===== config.mk =====
export PLATFORM = sky130hd
export DESIGN_NAME = riscv_dmem_ahb
export DESIGN_NICKNAME = d
export VERILOG_FILES = /design/src/rtl/ahb3lite_pkg.sv /design/src/rtl/riscv_dmem_ahb_pkg.sv /design/src/rtl/riscv_dmem_ahb.sv
export SDC_FILE = /design/constraint.sdc
export NUM_CORES = 1
export LEC_CHECK = 0
export CORE_UTILIZATION = 24
export DETAILED_ROUTE_END_ITERATION = 12
export MAX_ROUTING_LAYER = met4
export SLEW_MARGIN = 0
export SYNTH_ARGS = -nofsm -noshare
export SYNTH_HDL_FRONTEND = slang
export SYNTH_SLANG_ARGS = --single-unit

===== constraint.sdc =====
create_clock -name clk -period 3.6 [get_ports clk]
set_input_delay 0.54 -clock clk [delete_from_list [all_inputs] [get_ports clk]]
set_output_delay 0.54 -clock clk [all_outputs]
set_load 0.005 [all_outputs]

===== src/rtl/ahb3lite_pkg.sv =====
`default_nettype none
// ahb3lite_pkg -- shared AHB3-Lite encodings (HTRANS/HSIZE/HBURST/HPROT).
// Rev 1.0
package ahb3lite_pkg;
  localparam logic [1:0] HTRANS_IDLE   = 2'b00;
  localparam logic [1:0] HTRANS_NONSEQ = 2'b10;

  localparam logic [2:0] HSIZE_BYTE    = 3'b000;
  localparam logic [2:0] HSIZE_HALF    = 3'b001;
  localparam logic [2:0] HSIZE_WORD    = 3'b010;

  localparam logic [2:0] HBURST_SINGLE = 3'b000;

  // Data access, non-bufferable, non-cacheable; bit 1 is the privileged flag.
  localparam logic [3:0] HPROT_DATA_USER = 4'b0001;
  localparam logic [3:0] HPROT_DATA_PRIV = 4'b0011;
endpackage
`default_nettype wire


===== src/rtl/riscv_dmem_ahb_pkg.sv =====
`default_nettype none
// riscv_dmem_ahb_pkg -- FSM state type and byte-enable decode for riscv_dmem_ahb.
// Rev 1.0
package riscv_dmem_ahb_pkg;
  import ahb3lite_pkg::*;

  typedef enum logic [1:0] {
    ST_IDLE  = 2'd0,
    ST_ADDR  = 2'd1,
    ST_DATA  = 2'd2,
    ST_FLUSH = 2'd3
  } state_t;

  typedef struct packed {
    logic [2:0] size;
    logic [1:0] off;
  } be_dec_t;

  // Irregular enable patterns fall back to a full aligned word.
  function automatic be_dec_t be_decode(input logic [3:0] be);
    be_dec_t d;
    case (be)
      4'b1111: d = '{size: HSIZE_WORD, off: 2'd0};
      4'b0011: d = '{size: HSIZE_HALF, off: 2'd0};
      4'b1100: d = '{size: HSIZE_HALF, off: 2'd2};
      4'b0001: d = '{size: HSIZE_BYTE, off: 2'd0};
      4'b0010: d = '{size: HSIZE_BYTE, off: 2'd1};
      4'b0100: d = '{size: HSIZE_BYTE, off: 2'd2};
      4'b1000: d = '{size: HSIZE_BYTE, off: 2'd3};
      default: d = '{size: HSIZE_WORD, off: 2'd0};
    endcase
    return d;
  endfunction
endpackage
`default_nettype wire


===== src/rtl/riscv_dmem_ahb.sv =====
`default_nettype none
// riscv_dmem_ahb -- single-outstanding data-memory bridge onto AHB3-Lite.
// Rev 1.0
module riscv_dmem_ahb
  import ahb3lite_pkg::*;
  import riscv_dmem_ahb_pkg::*;
#(
  parameter int XLEN = 32
) (
  input  logic              clk,
  input  logic              rst,
  input  logic              cache_req,
  input  logic [XLEN-1:0]   cache_adr,
  input  logic              cache_we,
  input  logic [XLEN-1:0]   cache_d,
  input  logic [XLEN/8-1:0] cache_be,
  input  logic [1:0]        cache_prv,
  input  logic              cache_flush,
  output logic [XLEN-1:0]   cache_q,
  output logic              cache_ack,
  output logic              cache_err,
  output logic [XLEN-1:0]   HADDR,
  output logic [XLEN-1:0]   HWDATA,
  input  logic [XLEN-1:0]   HRDATA,
  output logic              HWRITE,
  output logic [2:0]        HSIZE,
  output logic [2:0]        HBURST,
  output logic [3:0]        HPROT,
  output logic [1:0]        HTRANS,
  output logic              HMASTLOCK,
  input  logic              HREADY,
  input  logic              HRESP
);

  state_t          r_state;
  state_t          w_next;
  logic [XLEN-1:0] r_d;
  logic            w_ack;
  logic            w_accept;
  logic            w_start;
  be_dec_t         w_dec;
  logic            w_unused;

  // Byte offset comes from the enables, so the low address bits are not used.
  assign w_unused  = ^cache_adr[1:0];
  assign w_dec     = be_decode(cache_be);
  assign w_ack     = (r_state == ST_FLUSH) || (r_state == ST_DATA && HREADY);
  assign w_accept  = cache_req && (r_state == ST_IDLE || w_ack);
  assign w_start   = w_accept && !cache_flush;
  assign HBURST    = HBURST_SINGLE;
  assign HMASTLOCK = 1'b0;

  always_ff @(posedge clk or posedge rst) begin
    if (rst) r_state <= ST_IDLE;
    else     r_state <= w_next;
  end

  always_comb begin
    w_next = r_state;
    case (r_state)
      ST_ADDR: if (HREADY) w_next = ST_DATA;
      default: begin
        if (r_state == ST_IDLE || w_ack) begin
          if (w_accept) w_next = cache_flush ? ST_FLUSH : ST_ADDR;
          else          w_next = ST_IDLE;
        end
      end
    endcase
  end

  // HWRITE still describes the transfer in its data phase when it completes.
  always_comb begin
    cache_ack = w_ack;
    cache_err = (r_state == ST_DATA) && HREADY && HRESP;
    cache_q   = '0;
    if (r_state == ST_DATA && HREADY && !HWRITE) cache_q = HRDATA;
  end

  always_ff @(posedge clk or posedge rst) begin
    if (rst) begin
      HTRANS <= HTRANS_IDLE;
      HADDR  <= '0;
      HWDATA <= '0;
      HWRITE <= 1'b0;
      HSIZE  <= HSIZE_WORD;
      HPROT  <= HPROT_DATA_PRIV;
      r_d    <= '0;
    end else if (w_start) begin
      HTRANS <= HTRANS_NONSEQ;
      HADDR  <= {cache_adr[XLEN-1:2], w_dec.off};
      HWRITE <= cache_we;
      HSIZE  <= w_dec.size;
      HPROT  <= (cache_prv != 2'b00) ? HPROT_DATA_PRIV : HPROT_DATA_USER;
      r_d    <= cache_d;
    end else if (r_state == ST_ADDR && HREADY) begin
      HTRANS <= HTRANS_IDLE;
      HWDATA <= r_d;
    end
  end

  a_req_only_when_free: assert property (@(posedge clk) disable iff (rst)
    cache_req |-> (r_state == ST_IDLE || w_ack));

endmodule
`default_nettype wire

-- Yosys cells after proc, flatten, opt, wreduce, memory -nomap -nowiden
Index checks and enable logic that the tools add are counted.
Widths: inputs -> output; s select.
- logic and storage cells: 45
- input port bits: 109
- bits in registers: 108
- output and inout bits: 112
- multiplexer cells: 10
- equality and inequality tests: 10
- reduce and logical (&&, ||, !) cells: 16
- bitwise logic cells: 1
- operators by type and width (kind ; number):
    $mux 32 ; 1
    $pmux 4 s6 ; 1
    $mux 2 ; 8
    $eq 4x2->1 const B ; 2
    $eq 4x4->1 const B ; 2
    $logic_and 1x1->1 ; 6
    $reduce_bool 2->1 ; 3
    $eq 2x2->1 const B ; 2
    $eq 4x1->1 const B ; 1
    $eq 4x3->1 const B ; 1
    $reduce_and 2->1 ; 2
    $eq 2x1->1 const B ; 1
    $logic_not 1->1 ; 2
    $logic_not 2->1 ; 1
    $logic_or 1x1->1 ; 2
    $ne 2x2->1 const B ; 1
    $not 1->1 ; 1

-- Longest topological paths before layout
- depth in word-level cells: 8
- gate-level depth with buffers: 5
- mapped depth without buffers: 3

-- Worst setup path after synthesis
Ideal clock, no wire load.
- path kind: input-to-reg
- from: input port HREADY
- to: register r_d[11]
- stages: 5
- required time: 3.472 ns
- arrival: 1.741 ns
- library setup time: 0.128 ns
- setup slack: 1.732 ns
- path buffers: 2
- cells stage by stage: nor2b_1 a2111oi_4 buf_4 buf_4 mux2_1
- word-level cells in the longest chain between the ends: 5
- RTL lines (element ; line ; text):
    start, declared ; riscv_dmem_ahb.sv:31 ; input logic HREADY,
    $logic_and 1x1->1 ; riscv_dmem_ahb.sv:47 ; assign w_ack = (r_state == ST_FLUSH) || (r_state == ST_DATA && HREADY);
    $logic_or 1x1->1 ; riscv_dmem_ahb.sv:47 ;
    $logic_or 1x1->1 ; riscv_dmem_ahb.sv:48 ; assign w_accept = cache_req && (r_state == ST_IDLE || w_ack);
    $logic_and 1x1->1 ; riscv_dmem_ahb.sv:48 ;
    $logic_and 1x1->1 ; riscv_dmem_ahb.sv:49 ; assign w_start = w_accept && !cache_flush;
    end signal, assigned ; riscv_dmem_ahb.sv:94 ; r_d <= cache_d;
    end, declared ; riscv_dmem_ahb.sv:37 ; logic [XLEN-1:0] r_d;
Every way passes these cells.
A chain may end at the register's enable or synchronous reset.

-- Worst setup path in the final report
- from: input port HREADY
- to: output port cache_q[31]
- word-level cells in the longest chain between the ends: 3
- RTL lines (element ; line ; text):
    $logic_and 1x1->1 (2 in a row) ; riscv_dmem_ahb.sv:76 ; if (r_state == ST_DATA && HREADY && !HWRITE) cache_q = HRDATA;
    $mux 32 ; riscv_dmem_ahb.sv:76 ;
    end, declared ; riscv_dmem_ahb.sv:19 ; output logic [XLEN-1:0] cache_q,
Every way passes these cells.

==> impl_metrics.env <==
export IMPL_status="completed"
export IMPL_place_hpwl_um=7450
export IMPL_leakage_nw=2.79
export IMPL_area_growth_pct=62.2
export IMPL_clk_pin_slew_worst_paths_ps=70
export IMPL_rsz0062_at_grt="false"
export IMPL_yosysSeqAreaShare_pct=61.0
export IMPL_path_cells="clkdlybuf4s50_1 -> nand2_1 -> nor3_2 -> buf_4 -> and2_1 -> clkdlybuf4s50_1"
export IMPL_maxSlewHeadroom_pct=38.1
export IMPL_port_buffers=209
export IMPL_setup_viol=0
export IMPL_ys_seq_elements=103
export IMPL_grt_usage_pct=12.1
export IMPL_die_h_um=135
export IMPL_post_cts_resized=0
export IMPL_async_flop_share_pct=100
export IMPL_netlist_area_um2=4230
export IMPL_layout_drive_gt1_share_pct=22.7
export IMPL_synth_simple_gate_area_share_pct=6.54
export IMPL_clk_path_buf_depth=2
export IMPL_synth_cell_types=26
export IMPL_end_kind="output port"
export IMPL_layout_min_cycle_time_ps=3040
export IMPL_synth_edf_count=0
export IMPL_drc=0
export IMPL_timing_fmax_mhz=329
export IMPL_peakVddDrop_mv=0.315
export IMPL_fin_nets=606
export IMPL_rows=48
export IMPL_min_path_type="reg -> reg"
export IMPL_post_drt_wl_per_cell_um=14.3
export IMPL_path_class="in -> out"
export IMPL_grt_pass1_vias=3200
export IMPL_synth_warnings=0
export IMPL_crit_family="buffers and inverters"
export IMPL_syn_avg_cell_area_um2=14.6
export IMPL_synth_adder_area_share_pct=0
export IMPL_syn_inst=289
export IMPL_p_int_w=0.00371
export IMPL_p_clk_share_pct=19.8
export IMPL_layout_commonest_cell="clkdlybuf4s50_1"
export IMPL_clock_sinks=103
export IMPL_cap_violations=0
export IMPL_layout_common_cells="clkdlybuf4s50_1, dfrtp_1, mux2_2"
export IMPL_antenna_found_initial=0
export IMPL_setup_tns_ps=0
export IMPL_p_sw_share_pct=26.1
export IMPL_powerDensity_nw_per_um2=732
export IMPL_wl_um=10400
export IMPL_tightest_slew_ps=925
export IMPL_drt_iter0_drc=49
export IMPL_crit_slowest_cell="clkdlybuf4s50_1"
export IMPL_h_tree_depth=3
export IMPL_finClkSkew_ps=11.1
export IMPL_ctsHoldBuffers=0
export IMPL_crit_fanout=22
export IMPL_ioPinCount=221
export IMPL_root_buffer="clkbuf_16"
export IMPL_final_area_um2=6860
export IMPL_nFillCells=1630
export IMPL_die_w_um=135
export IMPL_cts_tree="done"
export IMPL_synth_top_family_by_area="multiplexers"
export IMPL_place_gp_congestion=0.679
export IMPL_final_hold_viol_count=0
export IMPL_die_area_um2=18200
export IMPL_critical_path_arrival_ps=2500
export IMPL_synth_xor_area_share_pct=0.414
export IMPL_instances_no_fill=727
export IMPL_placed_cells=711
export IMPL_dr_pass1_iters=4
export IMPL_cts_setup_buffers=0
export IMPL_crit_required_ps=3060
export IMPL_critical_path_startpoint_type="input pin"
export IMPL_min_period_over_period_pct=84.5
export IMPL_via_count=3001
export IMPL_grt_overflow=0
export IMPL_synth_ff_type="dfrtp_1"
export IMPL_crit_top_cell="clkdlybuf4s50_1"
export IMPL_power_switching_w=0.00131
export IMPL_drtAntennaViolNets=0
export IMPL_place_area_um2=6550
export IMPL_maxSlewViolCount=0
export IMPL_grt_pass1_wl_um=16300
export IMPL_core_area_um2=17200
export IMPL_numCtsBuffers=9
export IMPL_critPathBufInv=3
export IMPL_insertion_delay_ps=340
export IMPL_crit_path_max_incr_delay_ps=540
export IMPL_grt_max_degree=70
export IMPL_initial_core_util_pct=24.5
export IMPL_synth_area_mux_share_pct=26.6
export IMPL_power_frac_seq_pct=41.0
export IMPL_synth_compound_area_share_pct=1.63
export IMPL_pwr_share_comb_pct=39.2
export IMPL_viasPerCell=4.13
export IMPL_diodes=0
[stage by stage]
step | setup WS (ps) | total power (W) | util, % | hold slack (ps)
detailed placement | 527 | 0.00408 | 38.0 | 462
floorplan | 359 | 0.00288 | - | 454
global placement | 613 | 0.00400 | 38.0 | 461
global route | 371 | 0.00535 | 39.8 | 484
CTS | 522 | 0.00511 | 39.8 | 476
finish | 558 | 0.00502 | 39.8 | 471
[routing by layer]
| layer | share of wire [%] | GRT usage [%] | up-vias |
|---|---|---|---|
| met2 | 49 | 20.9 | 155 |
| met1 | 39 | 12.9 | 1459 |
| met4 | 1.1 | 3.75 | 0 |
| met3 | 10 | 4.47 | 10 |
| li1 | - | - | 1377 |
| met5 | 0 | - | - |
[final timing paths]
check	from	end	slack, ps	depth (start not counted)
worst max-delay path	HREADY	cache_q[31]	560	6
worst min-delay path	HPROT[1]	HPROT[1]	470	2
worst max register to register	r_state[0]	HWDATA[25]	1610	3
worst min register to register	HPROT[1]	HPROT[1]	470	2
max in group asynchronous	rst	HPROT[1]	2210	3
min in group asynchronous	rst	HADDR[9]	580	2
[cell usage after synthesis (all sizes together) (3+ instances only)]
master	number	area share [%]
mux2	98	26
inv	6	0.53
clkbuf	4	0.35
nor3	3	0.35
buf	18	2.8
dfrtp	101	60
and2	32	4.7
nor2	5	0.44
[sequential cells by signal, indices dropped and copies added, names as in the netlist]
signal,count
HADDR,32
HWDATA,32
r_d,32
HSIZE,2
r_state,2
HPROT,1
HTRANS,1
HWRITE,1
[power by group through the flow]
stage          combinational, W  sequential (W)  clock, W
2_1_floorplan          0.000825         0.00206         0
3_3_place_gp            0.00196         0.00204         0
3_5_place_dp            0.00200         0.00208         0
4_1_cts                 0.00201         0.00206   0.00104
5_1_grt                 0.00212         0.00214   0.00109
6_report                0.00197         0.00206  0.000995
[cell families after synthesis]
group,after synthesis
mux,100
buf+inv,28
flops,103
simple gates,47
compound gates,7
other cells,2
xor+xnor,2
[final cells by class]
class	instances	area, um2	share of cell area, %
flip-flops and latches	103	2580	37.6
well taps	225	282	4.11
inverters	6	25.0	0.365
multi-input cells	165	1530	22.3
clock inverters	3	43.8	0.639
repair buffers	212	2140	31.2
clock buffers	13	260	3.79
[worst register-to-register path: stages, from the launching register on]
cell	delay, ps
dfrtp_1	450
nor2b_1	320
nand2_2	590
mux2_2	520
Power figures use the tool's default switching activity.
